`src/rtl/servo_pwm_ctrl.sv`:
```
// Pan/tilt servo controller: rate-limited, clamped position registers driving 50 Hz PWM.
// Position commits once per frame and loads into the PWM shadow at frame start; no backpressure.
module servo_pwm_ctrl #(
  parameter int PERIOD_CYC    = 2000000,
  parameter int PULSE_MIN_CYC = 100000,
  parameter int PULSE_MAX_CYC = 200000,
  parameter int PULSE_CTR_CYC = 150000,
  parameter int STEP_CYC      = 1000,
  parameter int CNT_W         = 21
) (
  input  logic             CLK,
  input  logic             RST_N,
  input  logic             servo_l,
  input  logic             servo_r,
  input  logic             servo_d,
  input  logic             servo_u,
  input  logic             home,
  output logic             SERVO_H,
  output logic             SERVO_V,
  output logic [CNT_W-1:0] pos_h,
  output logic [CNT_W-1:0] pos_v,
  output logic             frame_tick,
  output logic [1:0]       lim_h,
  output logic [1:0]       lim_v
);

  localparam logic [CNT_W-1:0] PERIOD_LAST = CNT_W'(PERIOD_CYC - 1);
  localparam logic [CNT_W-1:0] POS_MIN     = CNT_W'(PULSE_MIN_CYC);
  localparam logic [CNT_W-1:0] POS_MAX     = CNT_W'(PULSE_MAX_CYC);
  localparam logic [CNT_W-1:0] POS_CTR     = CNT_W'(PULSE_CTR_CYC);
  localparam logic [CNT_W:0]   STEP_E      = (CNT_W+1)'(STEP_CYC);
  localparam logic [CNT_W:0]   MIN_E       = (CNT_W+1)'(PULSE_MIN_CYC);
  localparam logic [CNT_W:0]   MAX_E       = (CNT_W+1)'(PULSE_MAX_CYC);

  logic [CNT_W-1:0] cnt, cnt_nxt;
  logic [CNT_W-1:0] sh_h, sh_v, sh_h_nxt, sh_v_nxt;
  logic [CNT_W-1:0] pos_h_nxt, pos_v_nxt;
  logic             run;
  logic             lat_l, lat_r, lat_d, lat_u, lat_home;
  logic             eff_l, eff_r, eff_d, eff_u, eff_home;

  // One axis of the boundary update; one extra bit keeps add/subtract from wrapping before the clamp.
  function automatic logic [CNT_W-1:0] step_pos(input logic [CNT_W-1:0] pos,
                                                input logic go_home, input logic inc,
                                                input logic dec);
    logic [CNT_W:0]   up, dn;
    logic [CNT_W-1:0] res;
    up  = {1'b0, pos} + STEP_E;
    dn  = {1'b0, pos} - STEP_E;
    res = pos;
    if (go_home)          res = POS_CTR;
    else if (inc && dec)  res = pos;
    else if (inc)         res = (up > MAX_E) ? POS_MAX : up[CNT_W-1:0];
    else if (dec)         res = (dn[CNT_W] || dn < MIN_E) ? POS_MIN : dn[CNT_W-1:0];
    return res;
  endfunction

  assign frame_tick = (cnt == PERIOD_LAST);

  // A request sampled on the tick cycle itself still counts for this boundary.
  assign eff_l    = lat_l    | servo_l;
  assign eff_r    = lat_r    | servo_r;
  assign eff_d    = lat_d    | servo_d;
  assign eff_u    = lat_u    | servo_u;
  assign eff_home = lat_home | home;

  always_comb begin
    pos_h_nxt = step_pos(pos_h, eff_home, eff_r, eff_l);
    pos_v_nxt = step_pos(pos_v, eff_home, eff_u, eff_d);
    // The first edge after reset acts as a wrap so a full pulse starts immediately.
    cnt_nxt   = (!run || frame_tick) ? '0 : cnt + 1'b1;
    sh_h_nxt  = frame_tick ? pos_h_nxt : sh_h;
    sh_v_nxt  = frame_tick ? pos_v_nxt : sh_v;
  end

  always_ff @(posedge CLK or negedge RST_N) begin
    if (!RST_N) begin
      cnt      <= '0;
      run      <= 1'b0;
      pos_h    <= POS_CTR;
      pos_v    <= POS_CTR;
      sh_h     <= POS_CTR;
      sh_v     <= POS_CTR;
      lat_l    <= 1'b0;
      lat_r    <= 1'b0;
      lat_d    <= 1'b0;
      lat_u    <= 1'b0;
      lat_home <= 1'b0;
      SERVO_H  <= 1'b0;
      SERVO_V  <= 1'b0;
      lim_h    <= 2'b00;
      lim_v    <= 2'b00;
    end else begin
      cnt      <= cnt_nxt;
      run      <= 1'b1;
      lat_l    <= eff_l    & ~frame_tick;
      lat_r    <= eff_r    & ~frame_tick;
      lat_d    <= eff_d    & ~frame_tick;
      lat_u    <= eff_u    & ~frame_tick;
      lat_home <= eff_home & ~frame_tick;
      if (frame_tick) begin
        pos_h <= pos_h_nxt;
        pos_v <= pos_v_nxt;
        lim_h <= {pos_h_nxt == POS_MAX, pos_h_nxt == POS_MIN};
        lim_v <= {pos_v_nxt == POS_MAX, pos_v_nxt == POS_MIN};
      end
      sh_h    <= sh_h_nxt;
      sh_v    <= sh_v_nxt;
      SERVO_H <= (cnt_nxt < sh_h_nxt);
      SERVO_V <= (cnt_nxt < sh_v_nxt);
    end
  end

endmodule

```
`config.mk`:
```
export PLATFORM = sky130hd
export DESIGN_NAME = servo_pwm_ctrl
export DESIGN_NICKNAME = d
export VERILOG_FILES = /design/src/rtl/servo_pwm_ctrl.sv
export SDC_FILE = /design/constraint.sdc
export NUM_CORES = 1
export LEC_CHECK = 0
export ABC_AREA = 1
export CORE_MARGIN = 3
export CORE_UTILIZATION = 55
export DETAILED_ROUTE_END_ITERATION = 8
export GPL_TIMING_DRIVEN = 1
export HOLD_SLACK_MARGIN = 0.12
export PLACE_DENSITY = 0.75
export SETUP_SLACK_MARGIN = 0.5
export SYNTH_ARGS = -nofsm -noshare
export SYNTH_HDL_FRONTEND = slang
export SYNTH_SLANG_ARGS = --single-unit
```
`constraint.sdc`:
```
create_clock -name CLK -period 5.77 [get_ports CLK]
set_clock_uncertainty 0.05 [all_clocks]
set_input_delay 1.154 -clock CLK [delete_from_list [all_inputs] [get_ports CLK]]
set_output_delay 1.154 -clock CLK [all_outputs]
set_load 0.01 [all_outputs]
```
==> metrics.cfg <==
[run_status]
outcome=completed

[sta]
setup_slack_ns=1.340
fmax_mhz=225.7
maxSlewViolCount=0
tightest_slew_ns=0.9317
finalCritPeriodShare_pct=76.78
fin_setup_tns_ns=0
relSlewSlack_pct=37.89
finalSetupViolCount=0
fin_crit_ns=4.430
hold_viol_final=0
rsz0062_at_grt=no

[detailed_routing]
viasPerCell=5.642
ant_nets=0
wl_per_cell_um=17.77
wirelength_mm=30.14
num_vias=9568
drcViolationCount=0
drt-pass1-iter-count=6
first_iter_violations=1306

[synthesis]
synthArstFlopShare_pct=100.0
syn_inst=1422
synth-adder-area-share_pct=5.954
synth_compound_area_share_pct=10.57
synth-seq-area-share_pct=31.38
synth_mux_area_share_pct=0
yosysUniqueCellTypes=48
synth_area_sq_mm=0.009457
synth_fp_nets=1474
synth_top_flop_cell=dfrtp_1
yosys.area_share.simple_pct=39.83
ys_seq_elements=117
ys.warnings.count=0
synth_edf_count=0
synth_top_family_by_area=simple AND/OR/NAND/NOR gates
synth_xor_area_share_pct=2.580
avgSynthCellArea_sq_um=6.650

[floorplanning]
die_w_um=137.1
start_util_pct=56.62
io_pins=56
floorplan.core_area_sq_mm=0.01670
die_area_sq_mm=0.01880
row_count=47
die_y_um=137.1

[cells_and_area]
drive_above_1_share_pct=11.86
synthToLayoutAreaGrowth_pct=13.85
final_common_cell=nand2_1
final_cell_area_sq_mm=0.01077
layout_common_cells=448 x nand2_1, 161 x inv_1, 118 x nor2_1
nNetsFinal=1515
fillers=1515
diodes=0
seq_area_sq_mm=0.002968
multi_input_area_sq_mm=0.005579
utilization_pct=64.47

[cts]
cts_sinks=117
cts_root_buffer=clkbuf_16
clk_pin_slew_ns=0.06
cts_tree=built
cts_setup_buffers=0
cts_buffers=17
cts_hold_buf=0
cts_resized=0
htree_levels=4
clock_path_buffers=2
clk_latency_ns=0.43

[worst_setup_path]
cp.required_ns=6.07
r2r-end=SERVO_H
worstSetupPathType=primary input to register
critPathArrivalTime_ns=4.73
cp-start-kind=primary input
critPathMaxFanout=19
ff2ff_path_depth=26
reg2reg_from=pos_h[4]
reg2reg_setup_slack_ns=1.52
critPathCaptureType=register

[hold_path]
hold_start=sh_v[20]
hold_end=sh_v[20]
holdPathStages=2
hold_path_class=register to register

[placement]
dp_hpwl_mm=23.15
dpl-instance-area_sq_mm=0.01014
numPortBuffers=55
gp_congestion=0.9879
pre_cts_slack_ns=0.9804

[grt]
grt_remaining_overflow=0
antenna_found_initial=0
grt_pass1_vias=8753
grt_pass1_wl_mm=47.70
grt_usage_pct=33.25
grt_max_degree=69

[power]
ir_worst_vdd_mv=0.1909
powerDensity_mw_per_mm2=185.6
leakage_nw=5.882
p_total_mw=1.999

[flow_run]
drv_cap=0

-- through the flow --
step,std cells,hold WS [ns]
2_1_floorplan,1422,0.3930
3_3_place_gp,1664,0.4091
3_5_place_dp,1664,0.4137
4_1_cts,1696,0.4263
5_1_grt,1696,0.4396
6_report,1696,0.4237
-- how the worst max path moves through the flow --
| stage | start | endpoint | slack (ns) | cells past startpoint |
|---|---|---|---|---|
| finish | servo_r | SERVO_H | 1.34 | 19 |
| global route | servo_l | SERVO_H | 0.95 | 16 |
| CTS | servo_r | SERVO_H | 1.40 | 19 |
| detailed placement | servo_r | SERVO_H | 0.98 | 19 |
| global placement | servo_r | SERVO_H | 1.07 | 19 |
| floorplan | servo_l | SERVO_H | 2.20 | 15 |
-- registers in the layout, summed over array words and instances (netlist names) --
signal and count:
cnt 21, pos_h 21, pos_v 21, sh_h 21
sh_v 21, lim_h 2, lim_v 2, SERVO_H 1
SERVO_V 1, lat_d 1, lat_home 1, lat_l 1
lat_r 1, lat_u 1, run 1
-- per-layer routing --
metal | vias up | global-route usage (%) | wire, um
met5 | - | 0 | 0
met4 | 0 | 8.814 | 505
met3 | 44 | 8.015 | 2999
met2 | 455 | 46.32 | 12510
met1 | 4420 | 51.12 | 14130
li1 | 4649 | - | -
-- cell usage after synthesis, types with 2 or more instances --
master	count	share of area (%)
o21ai_0	84	4.4
nand4_1	33	2.2
clkinv_1	6	0.24
or2_2	2	0.13
nand2_1	448	18
inv_1	161	6.4
buf_2	11	0.58
nand2_2	15	0.99
nor4_1	3	0.20
nor3_1	14	0.74
nand3_2	7	0.74
nor2_1	119	4.7
inv_2	19	0.75
dfrtp_1	85	22
nand2_4	15	1.8
nor3_2	3	0.32
o21a_1	2	0.16
buf_1	3	0.12
clkbuf_1	20	0.79
o2111ai_1	2	0.19
o21ai_2	2	0.19
ha_1	45	6.0
buf_6	4	0.48
o221ai_1	2	0.19
o21bai_1	4	0.32
xor2_1	26	2.4
a21oi_1	67	3.5
a211oi_1	7	0.56
dfstp_2	32	8.9
nor4_4	2	0.45
nand3_1	115	6.1
nor2_2	21	1.4
nor2_4	10	1.2
nand3b_1	4	0.32
o21ai_1	13	0.69
o211ai_1	2	0.16
buf_4	3	0.24
-- where the power goes --
group          leakage, nW  internal, mW  total [mW]  switching (mW)
Clock                0.301         0.727        1.14           0.410
Combinational         4.38       0.00853      0.0350          0.0265
Sequential            1.20         0.825       0.827         0.00170
Total                 5.88          1.56        2.00           0.438
-- cell type report --
| type | count | share of cell area, % |
|---|---|---|
| clock buffers | 18 | 3.986 |
| clock inverters | 14 | 1.871 |
| inverters | 186 | 6.485 |
| multi-input cells | 1077 | 51.82 |
| flip-flops and latches | 117 | 27.57 |
| well taps | 220 | 2.557 |
| repair buffers | 64 | 5.718 |
-- kinds of logic (layout without fill, tap and decap cells) --
group                    count (synthesis)  after routing
AND/OR/NAND/NOR                        817            817
buffers and inverters                  228            282
AO/OA/AOI/OAI                          187            187
flip-flops                             117            117
adder cells (fa/ha/maj)                 45             45
XOR/XNOR                                27             27
other                                    1              1
-- worst max-delay path, cell delays in order --
cell and delay (ns):
clkdlybuf4s50_1 0.46, nor2_1 0.04, buf_4 0.18, nor2_1 0.17, clkinv_1 0.43, nand2_1 0.46, a21oi_1 0.13, nand3_2 0.13
nand2_1 0.09, nand2_1 0.13, inv_1 0.05, ha_1 0.29, a21oi_1 0.15, nor2_1 0.05, a211oi_1 0.25, o221ai_1 0.16
nand2_1 0.10, o2111ai_1 0.13, a21oi_1 0.17
Note: power is estimated with default switching activity, not from simulation.
